**src/rtl/l1i_pkg.sv**
```systemverilog
// Shared widths, FSM states and the miss-entry layout for the L1I refill path.
// Pure declarations; no logic or latency of its own.
// Not applicable: no handshakes live here.
package l1i_pkg;

  localparam int ADDR_W         = 64;
  localparam int LINE_W         = 512;
  localparam int OFFSET_W       = 6;
  localparam int BEAT_W         = 64;
  localparam int PID_W          = 20;
  localparam int TID_W          = 16;
  localparam int MAJOR_W        = 64;
  localparam int QUEUE_DEPTH    = 4;
  localparam int BEATS_PER_LINE = LINE_W / BEAT_W;
  localparam int BEAT_CNT_W     = $clog2(BEATS_PER_LINE);
  localparam int QPTR_W         = $clog2(QUEUE_DEPTH);

  localparam logic [ADDR_W-1:0] LINE_MASK = ~((ADDR_W'(1) << OFFSET_W) - ADDR_W'(1));

  typedef enum logic [1:0] {
    IDLE,
    REQ,
    RESP,
    UPDATE
  } fsm_state_e;

  typedef struct packed {
    logic [ADDR_W-1:0]  lineAddr;
    logic [PID_W-1:0]   pid;
    logic [TID_W-1:0]   tid;
    logic [MAJOR_W-1:0] majorId;
  } miss_entry_t;

  // Clears the byte offset so every address names a whole cache line.
  function automatic logic [ADDR_W-1:0] line_align(input logic [ADDR_W-1:0] addr);
    return addr & LINE_MASK;
  endfunction

endpackage

```
**src/rtl/l1i_miss_queue.sv**
```systemverilog
// Circular miss FIFO with a parallel line-address lookup across all live entries.
// Push/pop take effect on the clock edge; match/head/full/empty reflect registered state.
// A push while full is ignored unless a pop frees the slot on the same edge.
module l1i_miss_queue
  import l1i_pkg::*;
(
  input  logic               clock_i,
  input  logic               reset_i,
  input  logic               push_i,
  input  miss_entry_t        push_entry_i,
  input  logic               pop_i,
  input  logic [ADDR_W-1:0]  lookup_addr_i,
  output logic               full_o,
  output logic               empty_o,
  output logic               match_o,
  output miss_entry_t        head_o
);

  miss_entry_t         entries_q [QUEUE_DEPTH];
  logic [QPTR_W-1:0]   head_q, head_d;
  logic [QPTR_W-1:0]   tail_q, tail_d;
  logic [QPTR_W:0]     count_q, count_d;
  logic                do_push, do_pop;

  assign full_o  = (count_q == (QPTR_W+1)'(QUEUE_DEPTH));
  assign empty_o = (count_q == '0);
  assign head_o  = entries_q[head_q];
  assign do_pop  = pop_i && !empty_o;
  assign do_push = push_i && (!full_o || do_pop);

  // Pointer and occupancy bookkeeping; a simultaneous push and pop leaves count unchanged.
  always_comb begin
    head_d  = head_q + QPTR_W'(do_pop);
    tail_d  = tail_q + QPTR_W'(do_push);
    count_d = count_q + {{QPTR_W{1'b0}}, do_push} - {{QPTR_W{1'b0}}, do_pop};
  end

  // An entry is live when its distance from head is below count; only live entries can match.
  always_comb begin
    match_o = 1'b0;
    for (int i = 0; i < QUEUE_DEPTH; i++) begin
      if (({1'b0, QPTR_W'(i) - head_q} < count_q) &&
          (entries_q[i].lineAddr == lookup_addr_i)) begin
        match_o = 1'b1;
      end
    end
  end

  // Pointer and count registers.
  always_ff @(posedge clock_i) begin
    if (reset_i) begin
      head_q  <= '0;
      tail_q  <= '0;
      count_q <= '0;
    end else begin
      head_q  <= head_d;
      tail_q  <= tail_d;
      count_q <= count_d;
    end
  end

  // Entry storage; contents are only meaningful while covered by head/count.
  always_ff @(posedge clock_i) begin
    if (do_push) begin
      entries_q[tail_q] <= push_entry_i;
    end
  end

endmodule

```
**src/rtl/l1i_miss_handler.sv**
```systemverilog
// Queues L1I line misses (merging duplicates), fetches each line in 8 beats, and fills the L1I.
// Minimum latency: miss edge -> request 2 cycles later; 8 beats later -> one-cycle update.
// Request held until memReqReady_i; beats accepted only while memRespValid_i; misses dropped when full.
module l1i_miss_handler
  import l1i_pkg::*;
(
  input  logic                clock_i,
  input  logic                reset_i,
  input  logic                cacheMiss_i,
  input  logic [ADDR_W-1:0]   missedAddress_i,
  input  logic [MAJOR_W-1:0]  missedInstMajorId_i,
  input  logic [PID_W-1:0]    missedPid_i,
  input  logic [TID_W-1:0]    missedTid_i,
  output logic                memReqValid_o,
  input  logic                memReqReady_i,
  output logic [ADDR_W-1:0]   memReqAddress_o,
  input  logic                memRespValid_i,
  input  logic [BEAT_W-1:0]   memRespData_i,
  output logic                cacheUpdate_o,
  output logic [ADDR_W-1:0]   cacheUpdateAddress_o,
  output logic [LINE_W-1:0]   cacheUpdateLine_o,
  output logic [PID_W-1:0]    cacheUpdatePid_o,
  output logic [TID_W-1:0]    cacheUpdateTid_o,
  output logic                missQueueFull_o,
  output logic                missDropped_o
);

  fsm_state_e              state_q, state_d;
  logic [BEAT_CNT_W-1:0]   beat_q, beat_d;
  logic [LINE_W-1:0]       line_q, line_d;
  logic [ADDR_W-1:0]       req_addr_q, req_addr_d;
  logic [ADDR_W-1:0]       upd_addr_q, upd_addr_d;
  logic [LINE_W-1:0]       upd_line_q, upd_line_d;
  logic [PID_W-1:0]        upd_pid_q, upd_pid_d;
  logic [TID_W-1:0]        upd_tid_q, upd_tid_d;
  logic                    dropped_q, dropped_d;

  logic                    q_push, q_pop, q_full, q_empty, q_match;
  miss_entry_t             q_head, new_entry;
  logic                    unused_major;

  assign new_entry = '{lineAddr: line_align(missedAddress_i), pid: missedPid_i,
                       tid: missedTid_i, majorId: missedInstMajorId_i};

  // The head is popped only at the end of UPDATE, so a re-miss to the in-flight line merges.
  assign q_pop     = (state_q == UPDATE);
  assign q_push    = cacheMiss_i && !q_match;
  assign dropped_d = cacheMiss_i && !q_match && q_full && !q_pop;

  // The major ID travels with the entry but nothing downstream consumes it yet.
  assign unused_major = ^q_head.majorId;

  l1i_miss_queue u_queue (
    .clock_i       (clock_i),
    .reset_i       (reset_i),
    .push_i        (q_push),
    .push_entry_i  (new_entry),
    .pop_i         (q_pop),
    .lookup_addr_i (new_entry.lineAddr),
    .full_o        (q_full),
    .empty_o       (q_empty),
    .match_o       (q_match),
    .head_o        (q_head)
  );

  // Next-state and datapath: request the head, collect beats MSB-first, latch the fill on the last beat.
  always_comb begin
    state_d    = state_q;
    beat_d     = beat_q;
    line_d     = line_q;
    req_addr_d = req_addr_q;
    upd_addr_d = upd_addr_q;
    upd_line_d = upd_line_q;
    upd_pid_d  = upd_pid_q;
    upd_tid_d  = upd_tid_q;
    case (state_q)
      IDLE: begin
        if (!q_empty) begin
          req_addr_d = q_head.lineAddr;
          state_d    = REQ;
        end
      end
      REQ: begin
        if (memReqReady_i) begin
          beat_d  = '0;
          state_d = RESP;
        end
      end
      RESP: begin
        if (memRespValid_i) begin
          for (int b = 0; b < BEATS_PER_LINE; b++) begin
            if (beat_q == BEAT_CNT_W'(b)) begin
              line_d[LINE_W-1-b*BEAT_W -: BEAT_W] = memRespData_i;
            end
          end
          beat_d = beat_q + 1'b1;
          if (beat_q == BEAT_CNT_W'(BEATS_PER_LINE-1)) begin
            upd_line_d = line_d;
            upd_addr_d = req_addr_q;
            upd_pid_d  = q_head.pid;
            upd_tid_d  = q_head.tid;
            state_d    = UPDATE;
          end
        end
      end
      UPDATE:  state_d = IDLE;
      default: state_d = IDLE;
    endcase
  end

  // State and datapath registers; reset discards any partially collected line.
  always_ff @(posedge clock_i) begin
    if (reset_i) begin
      state_q    <= IDLE;
      beat_q     <= '0;
      line_q     <= '0;
      req_addr_q <= '0;
      upd_addr_q <= '0;
      upd_line_q <= '0;
      upd_pid_q  <= '0;
      upd_tid_q  <= '0;
      dropped_q  <= 1'b0;
    end else begin
      state_q    <= state_d;
      beat_q     <= beat_d;
      line_q     <= line_d;
      req_addr_q <= req_addr_d;
      upd_addr_q <= upd_addr_d;
      upd_line_q <= upd_line_d;
      upd_pid_q  <= upd_pid_d;
      upd_tid_q  <= upd_tid_d;
      dropped_q  <= dropped_d;
    end
  end

  assign memReqValid_o        = (state_q == REQ);
  assign memReqAddress_o      = req_addr_q;
  assign cacheUpdate_o        = (state_q == UPDATE);
  assign cacheUpdateAddress_o = upd_addr_q;
  assign cacheUpdateLine_o    = upd_line_q;
  assign cacheUpdatePid_o     = upd_pid_q;
  assign cacheUpdateTid_o     = upd_tid_q;
  assign missQueueFull_o      = q_full;
  assign missDropped_o        = dropped_q;

endmodule

```
**config.mk**
```make
export PLATFORM = sky130hd
export DESIGN_NAME = l1i_miss_handler
export DESIGN_NICKNAME = d
export VERILOG_FILES = /design/src/rtl/l1i_pkg.sv /design/src/rtl/l1i_miss_queue.sv /design/src/rtl/l1i_miss_handler.sv
export SDC_FILE = /design/constraint.sdc
export NUM_CORES = 2
export LEC_CHECK = 0
export ABC_AREA = 1
export CAP_MARGIN = 0
export CORE_MARGIN = 2
export CORE_UTILIZATION = 60
export CTS_CLUSTER_DIAMETER = 120
export DETAILED_ROUTE_END_ITERATION = 12
export MAX_ROUTING_LAYER = met4
export PLACE_DENSITY_LB_ADDON = 0.12
export SLEW_MARGIN = 20
export SYNTH_ARGS = -nofsm -noshare
export SYNTH_HDL_FRONTEND = slang
export SYNTH_HIERARCHICAL = 1
export SYNTH_SLANG_ARGS = --single-unit
```
**constraint.sdc**
```tcl
create_clock -name clock_i -period 33.5 [get_ports clock_i]
set_input_delay 10.05 -clock clock_i [delete_from_list [all_inputs] [get_ports clock_i]]
set_output_delay 10.05 -clock clock_i [all_outputs]
set_load 0.005 [all_outputs]
```
==> flow_summary.toml <==
[cts]
clock_latency_ns = 0.77
cts-root-buf = "clkbuf_16"
cts_tree = "built"
clk_pin_slew_worst_paths_ns = 0.06
h-tree-depth = 4
post_cts_buffers = 0
numCtsBuffers = 157
cts_buffer_depth = 3
ctsResizeCount = 0
cts_sinks = 1537
cts_hold_buf = 0

[floorplanning]
die-area_um2 = 112000
die_w_um = 334
coreArea_um2 = 109000
start_util = 0.603
die_y_um = 334
num_io_pins = 913
row_count = 121

[setup_path]
end_kind = "flip-flop"
cp_max_fo = 125
slowest_delay_ns = 0.82
startpoint_type = "primary input"
cp.arrival_ns = 14.74
crit_type = "primary input to flip-flop"
required_ns = 34.17
cp_top_family = "buffers and inverters"
critical_path.slowest_cell = "nand2_8"
worstPathCellList = "clkdlybuf4s50_1 > nand2_8 > inv_8 > nand2_8 > buf_4 > buf_4 > nand2_1 > a21oi_1"
critPathBufInv = 4

[timing]
timing.fmax_mhz = 71.1
post-route-period-util = 0.420
fin_setup_tns_ns = 0
setup_violations = 0
relSlewSlack = 0.133
grt_setup_unrepaired = "no"
skew_ns = 0.0186
hold_viol_final = 0
drv_slew = 0
tightestPinTransition_ns = 1.30
finalCriticalPeriod_ns = 14.07

[logic_synthesis]
syn_area_um2 = 65500
yosysWarnings = 6
synth_cells = 8225
syn_area_per_cell_um2 = 7.96

[placement]
port_buffers = 842
place_congestion = 0.961
place_hpwl_um = 127000

[power_and_ir_drop]
intPower_mw = 3.34
p_sw_frac = 0.287
clockPowerShare = 0.369
vdd_drop_max_v = 0.0000587
pwr-share-seq = 0.468
p_total_mw = 4.68
power.switching_mw = 1.34
p_comb_frac = 0.164
p_leak_nw = 33.4
p_per_area_nw_per_um2 = 59.3

[global_route]
grtUsageTotal = 0.364
grt_max_degree = 264
grt_pass1_vias = 52600
grt_pass1_wl_um = 308000
overflow = 0
antenna_found_initial = 14

[route]
firstDrtPassIters = 6
drt-initial-drc-count = 5894
vias = 57800
ant_nets = 0
via_per_inst = 5.62
routedWlPerCell_um = 19.8
totalWireLength_um = 204000
drc = 0

[final_layout]
area_delta_synth_final_pct = 20.6
drive_above_1_share = 0.0379
fin_nets = 8968
fin_util = 0.727

[job]
maxCapViolCount = 0

[hold_path]
hold_class = "flip-flop to flip-flop"

[outcome]
status = "finished, final reports clean"
per-stage QoR:
stage          hold WS, ns  worst slack (ns)  instance area, um2  std cells
2_1_floorplan        0.440             14.88               65600       8261
3_3_place_gp         0.432             18.51               73700       9969
3_5_place_dp         0.435             18.50               73700       9969
4_1_cts              0.445             19.30               78800      10300
5_1_grt              0.458             19.14               78900      10300
6_report             0.443             19.43               78900      10300
layout by cell type (no fill, tap or decap), types with 3 or more instances in the layout:
| master | instances |
|---|---|
| nand2_8 | 3 |
| inv_2 | 13 |
| clkinv_8 | 3 |
| o21ai_0 | 1241 |
| conb_1 | 37 |
| inv_6 | 10 |
| o21ai_1 | 28 |
| diode_2 | 15 |
| nor3_2 | 5 |
| clkbuf_8 | 24 |
| nor2_1 | 1779 |
| nand2_1 | 1058 |
| clkinv_1 | 68 |
| o21a_1 | 192 |
| o221ai_1 | 9 |
| buf_12 | 4 |
| nor2_4 | 5 |
| o211ai_1 | 218 |
| nand4_1 | 26 |
| a22oi_1 | 99 |
| nand3_1 | 152 |
| nand2_4 | 5 |
| clkbuf_16 | 160 |
| dfxtp_1 | 1135 |
| nor3_1 | 4 |
| buf_4 | 40 |
| clkinv_2 | 36 |
| buf_6 | 4 |
| clkbuf_1 | 40 |
| o22ai_1 | 7 |
| ha_1 | 17 |
| xor2_1 | 10 |
| inv_1 | 777 |
| xnor2_1 | 169 |
| clkdlybuf4s50_1 | 841 |
| bufinv_16 | 6 |
| edfxtp_1 | 400 |
| a21oi_1 | 200 |
worst reg2reg max path, delay by kind of cell, from the launching register on:
kind | cells | cell delay, ns
AND/OR/NAND/NOR | 10 | 1.08
flip-flops | 1 | 1.06
adder cells (fa/ha/maj) | 1 | 0.30
AO/OA/AOI/OAI | 2 | 0.17
buffers and inverters | 6 | 2.92
metal layers:
metal / global-route usage / share of wire / vias up / routed length [um]
met5: - / 0 / - / 0
met4: 0.213 / 0.065 / 0 / 13300
met3: 0.0746 / 0.088 / 514 / 17900
met2: 0.558 / 0.46 / 2468 / 93500
met1: 0.446 / 0.39 / 27200 / 79200
li1: - / - / 27600 / -
final timing paths:
kind	slack, ns	end	from	depth (start not counted)
setup / recovery	19.43	cacheUpdateLine_o[303]$_SDFFE_PP0P_	memRespValid_i	8
hold / removal	0.44	cacheUpdateLine_o[32]$_SDFFE_PP0P_	cacheUpdateLine_o[32]$_SDFFE_PP0P_	2
hold reg to reg	0.44	cacheUpdateLine_o[32]$_SDFFE_PP0P_	cacheUpdateLine_o[32]$_SDFFE_PP0P_	2
setup reg to reg	27.49	u_queue/entries_q[1][99]$_DFFE_PP_	u_queue/head_q[1]$_SDFF_PP0_	19
power groups by stage:
stage | clock, mW | sequential, mW | combinational (mW)
after global routing | 1.82 | 2.20 | 0.857
final | 1.73 | 2.19 | 0.766
after global placement | 0 | 2.22 | 0.725
after detailed placement | 0 | 2.22 | 0.750
after floorplan | 0 | 2.21 | 0.509
after CTS | 1.74 | 2.19 | 0.756
flip-flops by register name, summed over array words and instances, names as in the netlist:
| signal | cells |
|---|---|
| beat_q | 3 |
| cacheUpdateAddress_o | 64 |
| cacheUpdateLine_o | 512 |
| cacheUpdatePid_o | 20 |
| cacheUpdateTid_o | 16 |
| line_q | 448 |
| memReqAddress_o | 64 |
| missDropped_o | 1 |
| state_q | 2 |
| u_queue/count_q | 3 |
| u_queue/entries_q | 400 |
| u_queue/head_q | 2 |
| u_queue/tail_q | 2 |
area by class of cell:
cell class / count / area [um2]
clock inverters: 64 / 577
repair buffers: 892 / 8910
multi-input cells: 5272 / 25100
diodes: 15 / 37.5
clock buffers: 226 / 4500
fillers: 8334 / 29600
well taps: 1414 / 1770
flip-flops and latches: 1537 / 34800
inverters: 856 / 3230
Power figures use the tool's default switching activity.
